`src/rtl/ahb_bus_decoder.sv`:
```
// AHB-Lite single-master address decoder and response multiplexer with a built-in
// default slave. The optional stalled-slave watchdog is enabled by defining AHB_BUS_TIMEOUT_EN.
module ahb_bus_decoder #(
    parameter int SLAVE_COUNT    = 4,
    parameter int ADDR_WIDTH     = 32,
    parameter int DATA_WIDTH     = 32,
    parameter int REGION_LSB     = 28,
    parameter int SPAN_BITS      = 16,
    parameter int TIMEOUT_CYCLES = 16
) (
    input  logic                            clk,
    input  logic                            rst,
    input  logic                            m_hsel,
    input  logic [ADDR_WIDTH-1:0]           m_haddr,
    input  logic [1:0]                      m_htrans,
    input  logic                            m_hwrite,
    input  logic [2:0]                      m_hsize,
    input  logic [2:0]                      m_hburst,
    input  logic [DATA_WIDTH-1:0]           m_hwdata,
    output logic [DATA_WIDTH-1:0]           m_hrdata,
    output logic                            m_hready,
    output logic [1:0]                      m_hresp,
    output logic [SLAVE_COUNT-1:0]          s_hsel,
    output logic [ADDR_WIDTH-1:0]           s_haddr,
    output logic [1:0]                      s_htrans,
    output logic                            s_hwrite,
    output logic [2:0]                      s_hsize,
    output logic [2:0]                      s_hburst,
    output logic [DATA_WIDTH-1:0]           s_hwdata,
    output logic                            s_hready,
    input  logic [SLAVE_COUNT*DATA_WIDTH-1:0] s_hrdata,
    input  logic [SLAVE_COUNT-1:0]          s_hreadyout,
    input  logic [SLAVE_COUNT*2-1:0]        s_hresp,
    output logic [15:0]                     err_cnt,
    output logic [ADDR_WIDTH-1:0]           err_addr,
    output logic [SLAVE_COUNT-1:0]          timeout_status
);

    localparam int GAP_W = REGION_LSB - SPAN_BITS;

    typedef enum logic [1:0] {
        ST_IDLE = 2'd0,
        ST_ERR1 = 2'd1,
        ST_ERR2 = 2'd2
    } err_state_t;

    err_state_t              state_r, state_nxt_s;
    logic                    valid_s, gap_ok_s, mapped_s, unmapped_acc_s, fire_s;
    logic [3:0]              idx_s;
    logic                    d_act_r, d_def_r;
    logic [3:0]              d_idx_r;
    logic [ADDR_WIDTH-1:0]   d_addr_r;
    logic [DATA_WIDTH-1:0]   sel_rdata_s;
    logic                    sel_ready_s;
    logic [1:0]              sel_resp_s;
    logic [15:0]             err_cnt_r;
    logic [ADDR_WIDTH-1:0]   err_addr_r;

    assign s_haddr  = m_haddr;
    assign s_htrans = m_htrans;
    assign s_hwrite = m_hwrite;
    assign s_hsize  = m_hsize;
    assign s_hburst = m_hburst;
    assign s_hwdata = m_hwdata;
    assign s_hready = m_hready;
    assign err_cnt  = err_cnt_r;
    assign err_addr = err_addr_r;

    // Address-phase decode; timed-out regions fall through to the default slave.
    always_comb begin
        valid_s  = m_hsel & m_htrans[1];
        idx_s    = m_haddr[REGION_LSB +: 4];
        gap_ok_s = (m_haddr[SPAN_BITS +: GAP_W] == '0);
        mapped_s = 1'b0;
        for (int i = 0; i < SLAVE_COUNT; i++) begin
            mapped_s = mapped_s | ((idx_s == 4'(i)) & gap_ok_s & ~timeout_status[i]);
        end
        for (int i = 0; i < SLAVE_COUNT; i++) begin
            s_hsel[i] = m_hsel & mapped_s & (idx_s == 4'(i));
        end
    end

    assign unmapped_acc_s = valid_s & ~mapped_s & m_hready;

    // Select the response of the slave owning the current data phase.
    always_comb begin
        sel_rdata_s = '0;
        sel_ready_s = 1'b0;
        sel_resp_s  = 2'b00;
        for (int i = 0; i < SLAVE_COUNT; i++) begin
            sel_rdata_s = sel_rdata_s | (s_hrdata[i*DATA_WIDTH +: DATA_WIDTH] & {DATA_WIDTH{d_idx_r == 4'(i)}});
            sel_ready_s = sel_ready_s | (s_hreadyout[i] & (d_idx_r == 4'(i)));
            sel_resp_s  = sel_resp_s  | (s_hresp[2*i +: 2] & {2{d_idx_r == 4'(i)}});
        end
    end

    // Master-side response: the error FSM overrides any mapped slave.
    always_comb begin
        m_hrdata = (d_act_r & ~d_def_r) ? sel_rdata_s : '0;
        m_hready = 1'b1;
        m_hresp  = 2'b00;
        case (state_r)
            ST_ERR1: begin
                m_hready = 1'b0;
                m_hresp  = 2'b01;
            end
            ST_ERR2: begin
                m_hready = 1'b1;
                m_hresp  = 2'b01;
            end
            default: begin
                if (d_act_r & ~d_def_r) begin
                    m_hready = sel_ready_s;
                    m_hresp  = sel_resp_s;
                end else begin
                    m_hready = 1'b1;
                    m_hresp  = 2'b00;
                end
            end
        endcase
    end

    // Error FSM next state.
    always_comb begin
        state_nxt_s = state_r;
        case (state_r)
            ST_IDLE: begin
                if (unmapped_acc_s | fire_s) begin
                    state_nxt_s = ST_ERR1;
                end else begin
                    state_nxt_s = ST_IDLE;
                end
            end
            ST_ERR1: state_nxt_s = ST_ERR2;
            ST_ERR2: begin
                if (unmapped_acc_s) begin
                    state_nxt_s = ST_ERR1;
                end else begin
                    state_nxt_s = ST_IDLE;
                end
            end
            default: state_nxt_s = ST_IDLE;
        endcase
    end

    // Error FSM state register.
    always_ff @(posedge clk or posedge rst) begin
        if (rst) begin
            state_r <= ST_IDLE;
        end else begin
            state_r <= state_nxt_s;
        end
    end

    // Data-phase context advances only when the bus is ready.
    always_ff @(posedge clk or posedge rst) begin
        if (rst) begin
            d_act_r  <= 1'b0;
            d_def_r  <= 1'b0;
            d_idx_r  <= 4'd0;
            d_addr_r <= '0;
        end else if (m_hready) begin
            d_act_r  <= valid_s;
            d_def_r  <= ~mapped_s;
            d_idx_r  <= idx_s;
            d_addr_r <= m_haddr;
        end
    end

    // Error log; a watchdog fault reports the stalled data-phase address.
    always_ff @(posedge clk or posedge rst) begin
        if (rst) begin
            err_cnt_r  <= 16'd0;
            err_addr_r <= '0;
        end else if ((state_nxt_s == ST_ERR1) && (state_r != ST_ERR1)) begin
            err_cnt_r  <= (err_cnt_r == 16'hFFFF) ? err_cnt_r : err_cnt_r + 16'd1;
            err_addr_r <= fire_s ? d_addr_r : m_haddr;
        end
    end

`ifdef AHB_BUS_TIMEOUT_EN
    logic [7:0]             wd_cnt_r;
    logic [SLAVE_COUNT-1:0] tmo_r;
    logic                   stall_s;

    assign stall_s        = (state_r == ST_IDLE) & d_act_r & ~d_def_r & ~sel_ready_s;
    assign fire_s         = stall_s & (wd_cnt_r == 8'(TIMEOUT_CYCLES - 1));
    assign timeout_status = tmo_r;

    // Watchdog: counts consecutive stalled mapped data-phase cycles.
    always_ff @(posedge clk or posedge rst) begin
        if (rst) begin
            wd_cnt_r <= 8'd0;
            tmo_r    <= '0;
        end else if (fire_s) begin
            wd_cnt_r <= 8'd0;
            for (int i = 0; i < SLAVE_COUNT; i++) begin
                if (d_idx_r == 4'(i)) begin
                    tmo_r[i] <= 1'b1;
                end
            end
        end else if (stall_s) begin
            wd_cnt_r <= wd_cnt_r + 8'd1;
        end else begin
            wd_cnt_r <= 8'd0;
        end
    end
`else
    assign fire_s         = 1'b0;
    assign timeout_status = '0;
`endif

endmodule

```
`config.mk`:
```
export PLATFORM = sky130hd
export DESIGN_NAME = ahb_bus_decoder
export DESIGN_NICKNAME = d
export VERILOG_FILES = /design/src/rtl/ahb_bus_decoder.sv
export SDC_FILE = /design/constraint.sdc
export NUM_CORES = 1
export LEC_CHECK = 0
export ABC_CLOCK_PERIOD_IN_PS = 2000
export CORE_AREA = 3 3 147 149
export DETAILED_ROUTE_END_ITERATION = 16
export DIE_AREA = 0 0 150 152
export PLACE_DENSITY = 0.63
export RECOVER_POWER = 50
export SETUP_SLACK_MARGIN = 0.1
export SLEW_MARGIN = 10
export SYNTH_ARGS = -nofsm -noshare
export SYNTH_HDL_FRONTEND = slang
export SYNTH_SLANG_ARGS = --single-unit
```
`constraint.sdc`:
```
create_clock -name clk -period 2 [get_ports clk]
set_input_delay 0.4 -clock clk [delete_from_list [all_inputs] [get_ports clk]]
set_output_delay 0.4 -clock clk [all_outputs]
set_load 0.05 [all_outputs]
```
Word-level counts from Yosys, hierarchy flattened:

Cells that the tools add are included.

* register bits after elaboration: 56
* output and inout port bits: 165
* bits of input ports: 216
* memory bits (writable): 0
* memories: 0
* memory bits (read-only): 0
* latch bits: 0
* logic and storage cells: 73

* reductions and logical operators: 8
* multipliers: 0
* $lt $le $gt $ge: 0
* equality and inequality tests: 11
* divide/modulo/power cells: 0
* shift operators: 0
* add/sub/neg operators: 1
* bitwise gates (word level): 40
* mux-type cells: 7

Operator list (number)
* 32-bit bitwise AND: 4
* 32-bit OR: 3
* 32-bit two-way mux: 1
* 1-bit bitwise AND: 17
* 16-bit by 1-bit adder with 16-bit output, second input constant: 1
* 16-bit == test, second input constant: 1
* 4-bit by 2-bit == test with 1-bit output, second input constant: 4
* 12-bit zero test: 1
* 2-bit bitwise AND: 4
* 4-bit by 1-bit == test with 1-bit output, second input constant: 2
* 4-bit zero test: 2
* 1-bit OR: 6
* 2-bit OR: 3
* 2-bit by 1-bit == test with 1-bit output, second input constant: 2
* 2-bit two-way mux: 2
* 2-bit case mux with 2 select lines: 1
* 2-bit OR reduction: 2
* 1-bit NOT: 3
* 2-bit == test, second input constant: 1
* 2-bit zero test: 1
* 1-bit two-way mux: 2
* 2-bit by 1-bit != test with 1-bit output, second input constant: 1
* 1-bit case mux with 2 select lines: 1
* 2-bit AND reduction: 1
* 1-bit logical AND: 1

Logic depth before layout (Yosys ltp):

Gate-level depths: netlist of run 1.

* depth in word-level cells: 13
* gate-level depth with buffers: 9
* mapped depth without buffers: 8

Worst setup path after synthesis of run 1:

Ideal clock, no wire load.

* kind: input-to-output
* from: in m_haddr[17]
* to: out s_hsel[0]
* stages on the path: 4
* setup slack: -1.036 ns
* required time: 1.600 ns
* arrival time: 2.636 ns
* buffers on the path: 0
* cell sequence: nor4_1 -> and4_1 -> nand2_1 -> nor4b_1

* cells in the longest elaborated chain, start to end: 7
* elaborated cells on any way between the ends: 10
* those cells by class: 9 x bitwise; 1 x reduce/logical

Ends and longest elaborated chain
* start: declaration: RTL line 14 `input logic [ADDR_WIDTH-1:0] m_haddr,`
* 12-bit zero test (*): RTL line 73 `gap_ok_s = (m_haddr[SPAN_BITS +: GAP_W] == '0);`
* 1-bit bitwise AND: RTL line 76 `mapped_s = mapped_s | ((idx_s == 4'(i)) & gap_ok_s & ~timeout_status[i]);`
* 1-bit OR (2 in series): RTL line 76
* 1-bit OR (*): RTL line 76
* 1-bit bitwise AND (*) (2 in series): RTL line 79 `s_hsel[i] = m_hsel & mapped_s & (idx_s == 4'(i));`
* end: declaration: RTL line 23 `output logic [SLAVE_COUNT-1:0] s_hsel,`

Every way passes the cells marked *; elsewhere a longest branch is shown, timed or not.

Worst setup path after layout of run 1:

* from: reg d_idx_r[0]
* to: out s_hready

* cells in the longest elaborated chain, start to end: 7
* elaborated cells on any way between the ends: 13
* those cells by class: 3 x eq/ne; 2 x mux; 7 x bitwise; 1 x reduce/logical

Ends and longest elaborated chain
* start: declaration: RTL line 51 `logic [3:0] d_idx_r;`
* start signal: assignment: RTL line 165 `d_idx_r <= idx_s;`
* 4-bit by 1-bit == test with 1-bit output / 4-bit zero test (equally long branches): RTL line 92 `sel_ready_s = sel_ready_s | (s_hreadyout[i] & (d_idx_r == 4'(i)));`
* 1-bit bitwise AND: RTL line 92
* 1-bit OR (2 in series): RTL line 92
* 1-bit OR (*): RTL line 92
* 1-bit two-way mux (*): RTL line 112 `if (d_act_r & ~d_def_r) begin`
* 1-bit case mux with 2 select lines (*): RTL line 102 `case (state_r)`
* end: declaration: RTL line 30 `output logic s_hready,`

Marks and branches as above.

==> parameters.txt, run 1 <==
Parameter                              Value

Logic synthesis
  Async set or reset register ratio after synthesis    100%
  Count of different cell masters after synthesis    39
  Primary flip-flop cell chosen by synthesis mapping    sky130_fd_sc_hd__dfrtp_1
  Sequential element share of the synthesized area    36.4%
  Synthesized area    approximately 3800 um^2
  Number of flops mapped to enable cells by yosys    0
  Post-Syn Area per Cell    about 9.7 um^2
  Yosys warning count    0
  Number of storage elements in the synthesis netlist    56
  Cell count after synthesis    a little under 400

Detailed routing
  Count of routing violations after the opening detailed-route iteration    around 130
  Number of remaining DRC errors    0
  Total iterations of the first detailed-routing run    4
  Total Routed Length    between 15000 and 20000 um
  Number of antenna-violating nets in the routed design    0
  Via count normalized by instance count    roughly 4.4
  Detailed-route wire length per cell    20.0 um
  Via count    between 4000 and 5000

Global route
  Wire length of the first global-routing pass    approximately 27000 um
  Initial antenna violation count    1
  Pin count of the biggest net entering global routing    35
  Number of global-route vias before repair    between 4000 and 5000
  Remaining global-route overflow    0
  Total Routing Usage GR    roughly 15%

Floorplan
  Effective utilization at floorplan    roughly a fifth
  Standard-cell row count    52
  Floorplan die height    roughly 150 um
  Area of the core    between 20000 and 25000 um^2
  Count of boundary I/O pins    approximately 380
  Die Footprint    around 23000 um^2
  Die width    ~150 um

Timing
  Max-slew violation total from the final report    0
  Period minus WS final    roughly 2.4 ns
  Actual transition at the worst max-transition pin    0.668 ns
  Final Skew    a little over 0.007 ns
  Share of the cycle needed by the critical path after routing    121%
  Number of endpoints with negative hold slack in the final report    0
  Setup Total Neg Slack    -26.06 ns
  F_max    around 0.41 GHz
  Smallest setup slack after layout    -0.418 ns
  Worst rel slew slack    a little under three fifths
  Setup repair after global routing missed its margin    yes
  # setup viols final    87
  Final-layout worst hold slack    between 0.4 and 0.5 ns

Clock tree
  Clock latency of the later-clocked register in the worst-skew pair    0.30 ns
  Number of CTS-inserted buffers    5
  Clock transition at the register clock pins on the worst setup and hold paths after CTS    0.07 ns
  Hold bufs inserted after CTS    0
  Clock tree from TritonCTS    built
  H-Tree Level Count    2
  Cell at the root of the clock tree    sky130_fd_sc_hd__clkbuf_16
  Total number of clock tree sinks    56
  Longest Clk Path Bufs    2

Critical path
  Worst EP arrival    between 2 and 2.5 ns
  Top fanout value on the critical path    5
  Type of the worst setup path    register to output pin
  Endpoint of the worst-slack reg-to-reg timing path    err_cnt[14]
  Length in cells of the worst reg-to-reg path    10
  Nature of the critical path startpoint    register
  Standard cell with the maximum stage delay on the critical path    sky130_fd_sc_hd__dfrtp_2
  Setup slack on the worst flop-to-flop path    -0.33 ns
  Crit path largest cell delay    ~0.45 ns
  Cell-by-cell trace of the critical path    nor4b_4, buf_6, a211o_1, o22ai_4, buf_6, inv_8, buf_12, buf_12
  Crit. End Element    output pin
  Start point of the critical path    d_idx_r[0]
  Data required time of the critical path    roughly 1.6 ns
  Launching point of the worst reg2reg path    d_idx_r[1]
  Endpoint of the most critical setup path    s_hready

Place
  Number of cells after detailed placement    roughly 930
  Number of port buffers    between 200 and 300
  GP Congestion    between 0.7 and 0.8
  Post-DP Area    about 8300 um^2
  DP Wirelength    around 14000 um

Layout
  Number of diodes    0
  Fraction of final layout cells with drive strength greater than 1    a little over half
  Final net count    933
  Area Overhead vs Synth    155%
  Design Area, Final    between 9000 and 10000 um^2
  Finished Layout Cells    about 1000

Run status
  Violated checks    setup timing
  Result of the run    finished, violations left

Min path
  Min-Delay Path Class    input port to register

Power and ir drop
  Max rail drop VDD    0.774 mV
  Areal power density over the cells    791 nW/um^2
  Leakage    about 4.1 nW

Flow run
  Count of maximum capacitance violations    0
[logic make-up (layout without fill, tap and decap cells)]
| kind of cell | after synthesis | count (layout) | share of synthesized area, % |
|---|---|---|---|
| flops | 56 | 56 | 36.4 |
| simple gates | 66 | 66 | 9.73 |
| xor+xnor | 13 | 13 | 2.96 |
| compound gates | 111 | 111 | 19.7 |
| fa+ha+maj | 6 | 6 | 1.95 |
| buf+inv | 106 | 419 | 18.3 |
| mux | 37 | 37 | 10.8 |
| other cells | 1 | 4 | 0.0975 |
[state kept, by name, summed over array words and instances, names as in the netlist]
register	cells
d_act_r	1
d_idx_r	4
state_r	2
err_cnt	16
err_addr	32
d_def_r	1
[final cells by class]
cell class	instances	area, um^2
multi-input combinational	237	2880
inverter	7	33.8
clock buffer	6	139
tap	270	338
timing repair buffer	404	4980
fill	1772	10500
sequential	56	1420
clock inverter	2	13.8
[what timing repair did]
action	4_1_cts	5_1_grt
gates resized for setup	178	95
setup buffers	21	13
cloned	8	2
endpoints found under the setup margin	99	115
pin swaps	87	38
[worst max-delay path: cells and delay by family (launching register included)]
kind,cells,cell delay (ns)
and+or+nand+nor,1,0.15
buffers and inverters,5,0.60
AOI/OAI and AO/OA,2,0.52
DFF,1,0.45
[per-layer routing]
metal	wire [um]	global-route usage, %	vias up
met1	7230	17.8	2132
li1	-	-	1998
met3	1670	4.47	13
met2	10600	28.6	214
met4	148	2.05	2
met5	13	0	-
[where the power goes]
group / internal, mW / switching, mW / total [mW] / leakage, nW
Clock: 0.502 / 0.419 / 0.921 / 0.0772
Sequential: 1.54 / 0.264 / 1.80 / 0.677
Combinational: 2.31 / 2.71 / 5.02 / 3.33
Total: 4.35 / 3.40 / 7.74 / 4.08
[worst min path at each step]
stage	start	cells past startpoint	slack (ns)	endpoint
final	m_haddr[27]	3	0.47	err_addr[27]
after floorplan	d_act_r	2	0.45	d_act_r
after global routing	m_haddr[27]	3	0.47	err_addr[27]
after detailed placement	err_cnt[9]	1	0.47	err_cnt[9]
after CTS	rst	2	0.42	err_addr[2]
after global placement	err_addr[2]	1	0.47	err_addr[2]
[synth_stat cells, drive strengths merged, types with 2 or more instances]
library cell	count	area, um^2
and3	3	18.8
clkbuf	16	60.1
nand2	17	63.8
or2	2	12.5
nand4	5	31.3
dfrtp	56	1400
nor4	8	50.1
a21oi	34	170
xnor2	5	43.8
nand2b	3	18.8
a31oi	2	12.5
buf	83	619
a22o	2	17.5
nor2	12	45.0
nor3	7	46.3
mux2	36	405
ha	6	75.1
o21ai	3	15.0
nand3	4	32.5
a221oi	2	17.5
xor2	8	70.1
nor4b	2	32.5
a22oi	64	480
inv	7	26.3
[cells in the final DEF, fill, tap and decap left out, types with 3 or more instances in the layout]
cell type                         Yosys  final
sky130_fd_sc_hd__nand4_1              5      5
sky130_fd_sc_hd__a21oi_4              0     33
sky130_fd_sc_hd__ha_1                 6      4
sky130_fd_sc_hd__dlygate4sd2_1        0     10
sky130_fd_sc_hd__nand2_1             17     10
sky130_fd_sc_hd__buf_4               82     62
sky130_fd_sc_hd__buf_8                0      5
sky130_fd_sc_hd__nor4_4               0      6
sky130_fd_sc_hd__mux2_4               0     36
sky130_fd_sc_hd__conb_1               1      4
sky130_fd_sc_hd__buf_2                0      6
sky130_fd_sc_hd__nor2_4               0      4
sky130_fd_sc_hd__buf_12               0     91
sky130_fd_sc_hd__dfrtp_1             56     45
sky130_fd_sc_hd__xor2_1               8      8
sky130_fd_sc_hd__a22oi_2              0     46
sky130_fd_sc_hd__buf_16               0      5
sky130_fd_sc_hd__buf_6                0     28
sky130_fd_sc_hd__xnor2_1              5      3
sky130_fd_sc_hd__a22oi_1             64     18
sky130_fd_sc_hd__nand2_2              0      3
sky130_fd_sc_hd__clkdlybuf4s50_1      0    165
sky130_fd_sc_hd__nand2_4              0      4
sky130_fd_sc_hd__nor2_1              12      5
sky130_fd_sc_hd__nor2_2               0      3
sky130_fd_sc_hd__nor3_4               1      6
sky130_fd_sc_hd__dfrtp_2              0     11
sky130_fd_sc_hd__dlymetal6s2s_1       0     23
sky130_fd_sc_hd__clkbuf_16            0      7
sky130_fd_sc_hd__inv_1                6      6
[stage by stage]
stage | power (mW) | setup slack, ns | utilization, %
floorplan | 4.45 | -0.199 | -
global placement | 6.02 | -0.588 | 40.8
detailed placement | 6.06 | -0.615 | 40.8
CTS | 7.51 | -0.441 | 46.1
global route | 8.08 | -0.495 | 48.2
finish | 7.74 | -0.418 | 48.2
Power figures use the tool's default switching activity.
==> run 2: changes to the inputs <==
--- a/config.mk
+++ b/config.mk
@@ -5,11 +5,12 @@
 export SDC_FILE = /design/constraint.sdc
 export NUM_CORES = 1
 export LEC_CHECK = 0
+export ABC_AREA = 1
 export ABC_CLOCK_PERIOD_IN_PS = 2000
-export CORE_AREA = 3 3 147 149
+export CORE_AREA = 3 3 146 148
 export DETAILED_ROUTE_END_ITERATION = 16
-export DIE_AREA = 0 0 150 152
-export PLACE_DENSITY = 0.63
+export DIE_AREA = 0 0 149 151
+export PLACE_DENSITY = 0.67
 export RECOVER_POWER = 50
 export SETUP_SLACK_MARGIN = 0.1
 export SLEW_MARGIN = 10
==> parameters.txt, run 2 <==
Parameter                              Value

Layout
  Final net count    1174 (+26%)
  Number of flip-flops under the largest register name    32 (unchanged)
  Most common cell after layout, fill and taps aside    sky130_fd_sc_hd__clkdlybuf4s50_1
  Post-layout util    53.3% (+5.1 points)
  Commonest non-fill, non-tap cells in the layout    sky130_fd_sc_hd__clkdlybuf4s50_1, sky130_fd_sc_hd__buf_4, sky130_fd_sc_hd__nand2_1, sky130_fd_sc_hd__buf_12, sky130_fd_sc_hd__nand2_2
  Fraction of final layout cells with drive strength greater than 1    49.7% (-5.2 points)
  Area Overhead vs Synth    148%
  Design Area, Final    10800 um^2 (+9.8%)

Timing
  Max-slew violation total from the final report    0 (unchanged)
  # setup viols final    85 (-2.3%)
  Setup Total Neg Slack    -14.46 ns (+11.61 ns)
  Final Skew    0.00913 ns (+0.00200 ns)
  Smallest setup slack after layout    -0.280 ns (+0.138 ns)
  Actual transition at the worst max-transition pin    0.793 ns (+0.124 ns)
  Period minus WS final    2.28 ns (-0.138 ns)
  Number of endpoints with negative hold slack in the final report    0 (unchanged)
  Setup repair after global routing missed its margin    yes
  Worst rel slew slack    47.1% (-8.3 points)
  F_max    0.439 GHz (+6.0%)
  Share of the cycle needed by the critical path after routing    114% (-6.9 points)

Clock tree
  Clock tree from TritonCTS    built
  Clock transition at the register clock pins on the worst setup and hold paths after CTS    0.08 ns (about the same)
  Hold bufs inserted after CTS    0 (unchanged)
  H-Tree Level Count    2 (unchanged)
  Clock latency of the later-clocked register in the worst-skew pair    0.30 ns (about the same)
  Cell at the root of the clock tree    sky130_fd_sc_hd__clkbuf_16
  Total number of clock tree sinks    56 (unchanged)
  Number of CTS-inserted buffers    5 (unchanged)
  Longest Clk Path Bufs    2 (unchanged)

Logic synthesis
  Number of storage elements in the synthesis netlist    56 (unchanged)
  Async set or reset register ratio after synthesis    100% (unchanged)
  Top-area cell type share of the netlist area    32.2% (-4.2 points)
  Largest area contributor in the netlist    sky130_fd_sc_hd__dfrtp_1
  Ranking of synthesized cells by area    sky130_fd_sc_hd__dfrtp_1, sky130_fd_sc_hd__nand2_1, sky130_fd_sc_hd__buf_4
  Count of different cell masters after synthesis    26 (-33%)
  Synthesized area    4350 um^2 (+13%)
  Sequential element share of the synthesized area    32.2% (-4.2 points)
  Primary flip-flop cell chosen by synthesis mapping    sky130_fd_sc_hd__dfrtp_1
  Cell count after synthesis    621 (+57%)
  List of most frequent post-synthesis cells    sky130_fd_sc_hd__nand2_1, sky130_fd_sc_hd__nand3_1, sky130_fd_sc_hd__buf_4
  Post-Syn Area per Cell    7.00 um^2 (-28%)
  Most instantiated library cell after synthesis    sky130_fd_sc_hd__nand2_1
  Yosys warning count    0 (unchanged)
  Number of flops mapped to enable cells by yosys    0 (unchanged)

Floorplan
  Count of boundary I/O pins    381 (unchanged)
  Floorplan die height    151 um (-0.66%)
  Area of the core    20200 um^2 (-0.64%)
  Standard-cell row count    52 (unchanged)
  Die Footprint    22500 um^2 (-1.3%)
  Die width    149 um (-0.67%)
  Effective utilization at floorplan    21.5% (+2.6 points)

Global route
  Global Route met2 Usage    32.7% (+4.1 points)
  Wire length of the first global-routing pass    31600 um (+16%)
  Remaining global-route overflow    0 (unchanged)
  M3 GR Usage    5.48% (+1.0 points)
  Number of global-route vias before repair    5704 (+25%)
  Busiest metal layer after global routing    met2
  Initial antenna violation count    3 (+2)
  Pin count of the biggest net entering global routing    35 (unchanged)
  Total Routing Usage GR    17.7% (+2.3 points)
  M1 GR Usage    19.4% (+1.6 points)

Critical path
  Crit path largest cell delay    0.41 ns (-0.04 ns)
  Crit. End Element    output pin
  Cell-by-cell trace of the critical path    nor2_4, buf_12, nand2_4, clkinv_4, buf_12, buf_8, nand2_1, a41oi_4, buf_12
  Worst Path Buf+Inv    5 (unchanged)
  Setup slack on the worst flop-to-flop path    -0.17 ns (+0.16 ns)
  Critical path depth    9 (+1)
  Worst EP arrival    1.88 ns (-0.14 ns)
  Standard cell with the maximum stage delay on the critical path    sky130_fd_sc_hd__dfrtp_1
  Data required time of the critical path    1.60 ns (about the same)
  Launching point of the worst reg2reg path    d_idx_r[3]
  Endpoint of the most critical setup path    m_hrdata[15]
  Type of the worst setup path    register to output pin
  Nature of the critical path startpoint    register
  Endpoint of the worst-slack reg-to-reg timing path    err_cnt[4]
  Top fanout value on the critical path    6 (+1)
  Start point of the critical path    d_idx_r[3]
  Cell family contributing the most delay on the critical path    buffers and inverters
  Length in cells of the worst reg-to-reg path    15 (+5)
  Most frequent cell on the critical path    sky130_fd_sc_hd__buf_12

Place
  GP Congestion    0.799 (+0.14%)
  Placement-stage worst setup slack    -0.295 ns (+0.319 ns)
  DP Wirelength    16300 um (+12%)
  Post-DP Area    8960 um^2 (+8.2%)
  Number of port buffers    296 (unchanged)

Power and ir drop
  Max rail drop VDD    0.834 mV (+7.7%)
  Areal power density over the cells    955 nW/um^2 (+21%)
  Post-layout total power    10.3 mW (+33%)
  Leakage    4.54 nW (+11%)

Detailed routing
  Number of remaining DRC errors    0 (unchanged)
  Count of routing violations after the opening detailed-route iteration    197 (+54%)
  Via count    5712 (+31%)
  Total Routed Length    23300 um (+19%)
  Total iterations of the first detailed-routing run    4 (unchanged)
  Via count normalized by instance count    4.66 (+5.0%)
  Detailed-route wire length per cell    19.0 um (-5.0%)
  Number of antenna-violating nets in the routed design    0 (unchanged)

Flow run
  Count of maximum capacitance violations    0 (unchanged)

Min path
  Min-Delay Path Class    input port to register

Run status
  Result of the run    finished, violations left
  Violated checks    setup timing
## run 2: changes by cell type in the layout (fill, tap and decap cells not counted), sizes merged, moves of 5 or more
cell	before	now
mux2	36	0
o21ai	3	21
nand2	17	183
nor4	8	0
a22oi	64	0
buf	197	221
nor3	7	2
nor2	12	29
nand4	5	21
inv	8	42
clkbuf	11	23
a41oi	0	32
nand3	4	102
a21oi	34	1
## run 2: worst min path at each step
| stage | depth (start not counted) | startpoint | slack [ns] | end |
|---|---|---|---|---|
| 3_3_place_gp | 2 | err_addr[11] | 0.45 | err_addr[11] |
| 3_5_place_dp | 2 | err_addr[5] | 0.46 | err_addr[5] |
| 2_1_floorplan | 2 | d_act_r | 0.44 | d_act_r |
| 4_1_cts | 2 | rst | 0.44 | err_cnt[1] |
| 5_1_grt | 3 | m_haddr[20] | 0.36 | err_addr[20] |
| 6_report | 3 | m_haddr[20] | 0.35 | err_addr[20] |
## run 2: repair_timing
item | CTS | global route
resized for setup | 124 | 243
pin swaps | 24 | 58
cloned | 7 | 6
setup buffers | 45 | 10
endpoints found under the setup margin | 92 | 107
## run 2: kinds of logic (layout without fill, tap and decap cells)
logic type	Yosys count	in the layout	synth area share [%]
DFF	56	56	32.2
other	1	7	0.0863
and+or+nand+nor	337	338	34.1
buffers and inverters	157	485	20.6
adders and majority gates	6	6	1.73
xor gates and xnor gates	8	8	1.61
AOI/OAI and AO/OA	56	56	9.70
## run 2: stage by stage
stage	hold WS [ns]	instances
2_1_floorplan	0.442	624
3_3_place_gp	0.453	1148
3_5_place_dp	0.457	1148
4_1_cts	0.441	1208
5_1_grt	0.357	1225
6_report	0.347	1226
## run 2: cell type report
| class | instances | area (um^2) |
|---|---|---|
| antenna | 3 | 7.51 |
| clock buffer | 5 | 125 |
| inverter | 43 | 180 |
| tap | 270 | 338 |
| clock inverter | 3 | 27.5 |
| multi-input combinational | 412 | 3490 |
| timing repair buffer | 434 | 5180 |
| fill | 1731 | 9410 |
| sequential | 56 | 1410 |
## run 2: worst min-delay path, cell delays in order
cell and delay (ns):
sky130_fd_sc_hd__buf_2 0.11, sky130_fd_sc_hd__inv_2 0.05, sky130_fd_sc_hd__o21ai_1 0.06
## run 2: where the power goes
group	internal [mW]	switching [mW]	leakage (nW)
Clock	0.477	0.461	0.0719
Sequential	1.53	0.349	0.711
Combinational	3.12	4.34	3.75
## run 2: metal layers
metal | up-vias | part of all wire (%)
li1 | 2678 | -
met1 | 2719 | 35
met2 | 280 | 53
met5 | - | 0.056
met4 | 2 | 2.8
met3 | 33 | 8.3
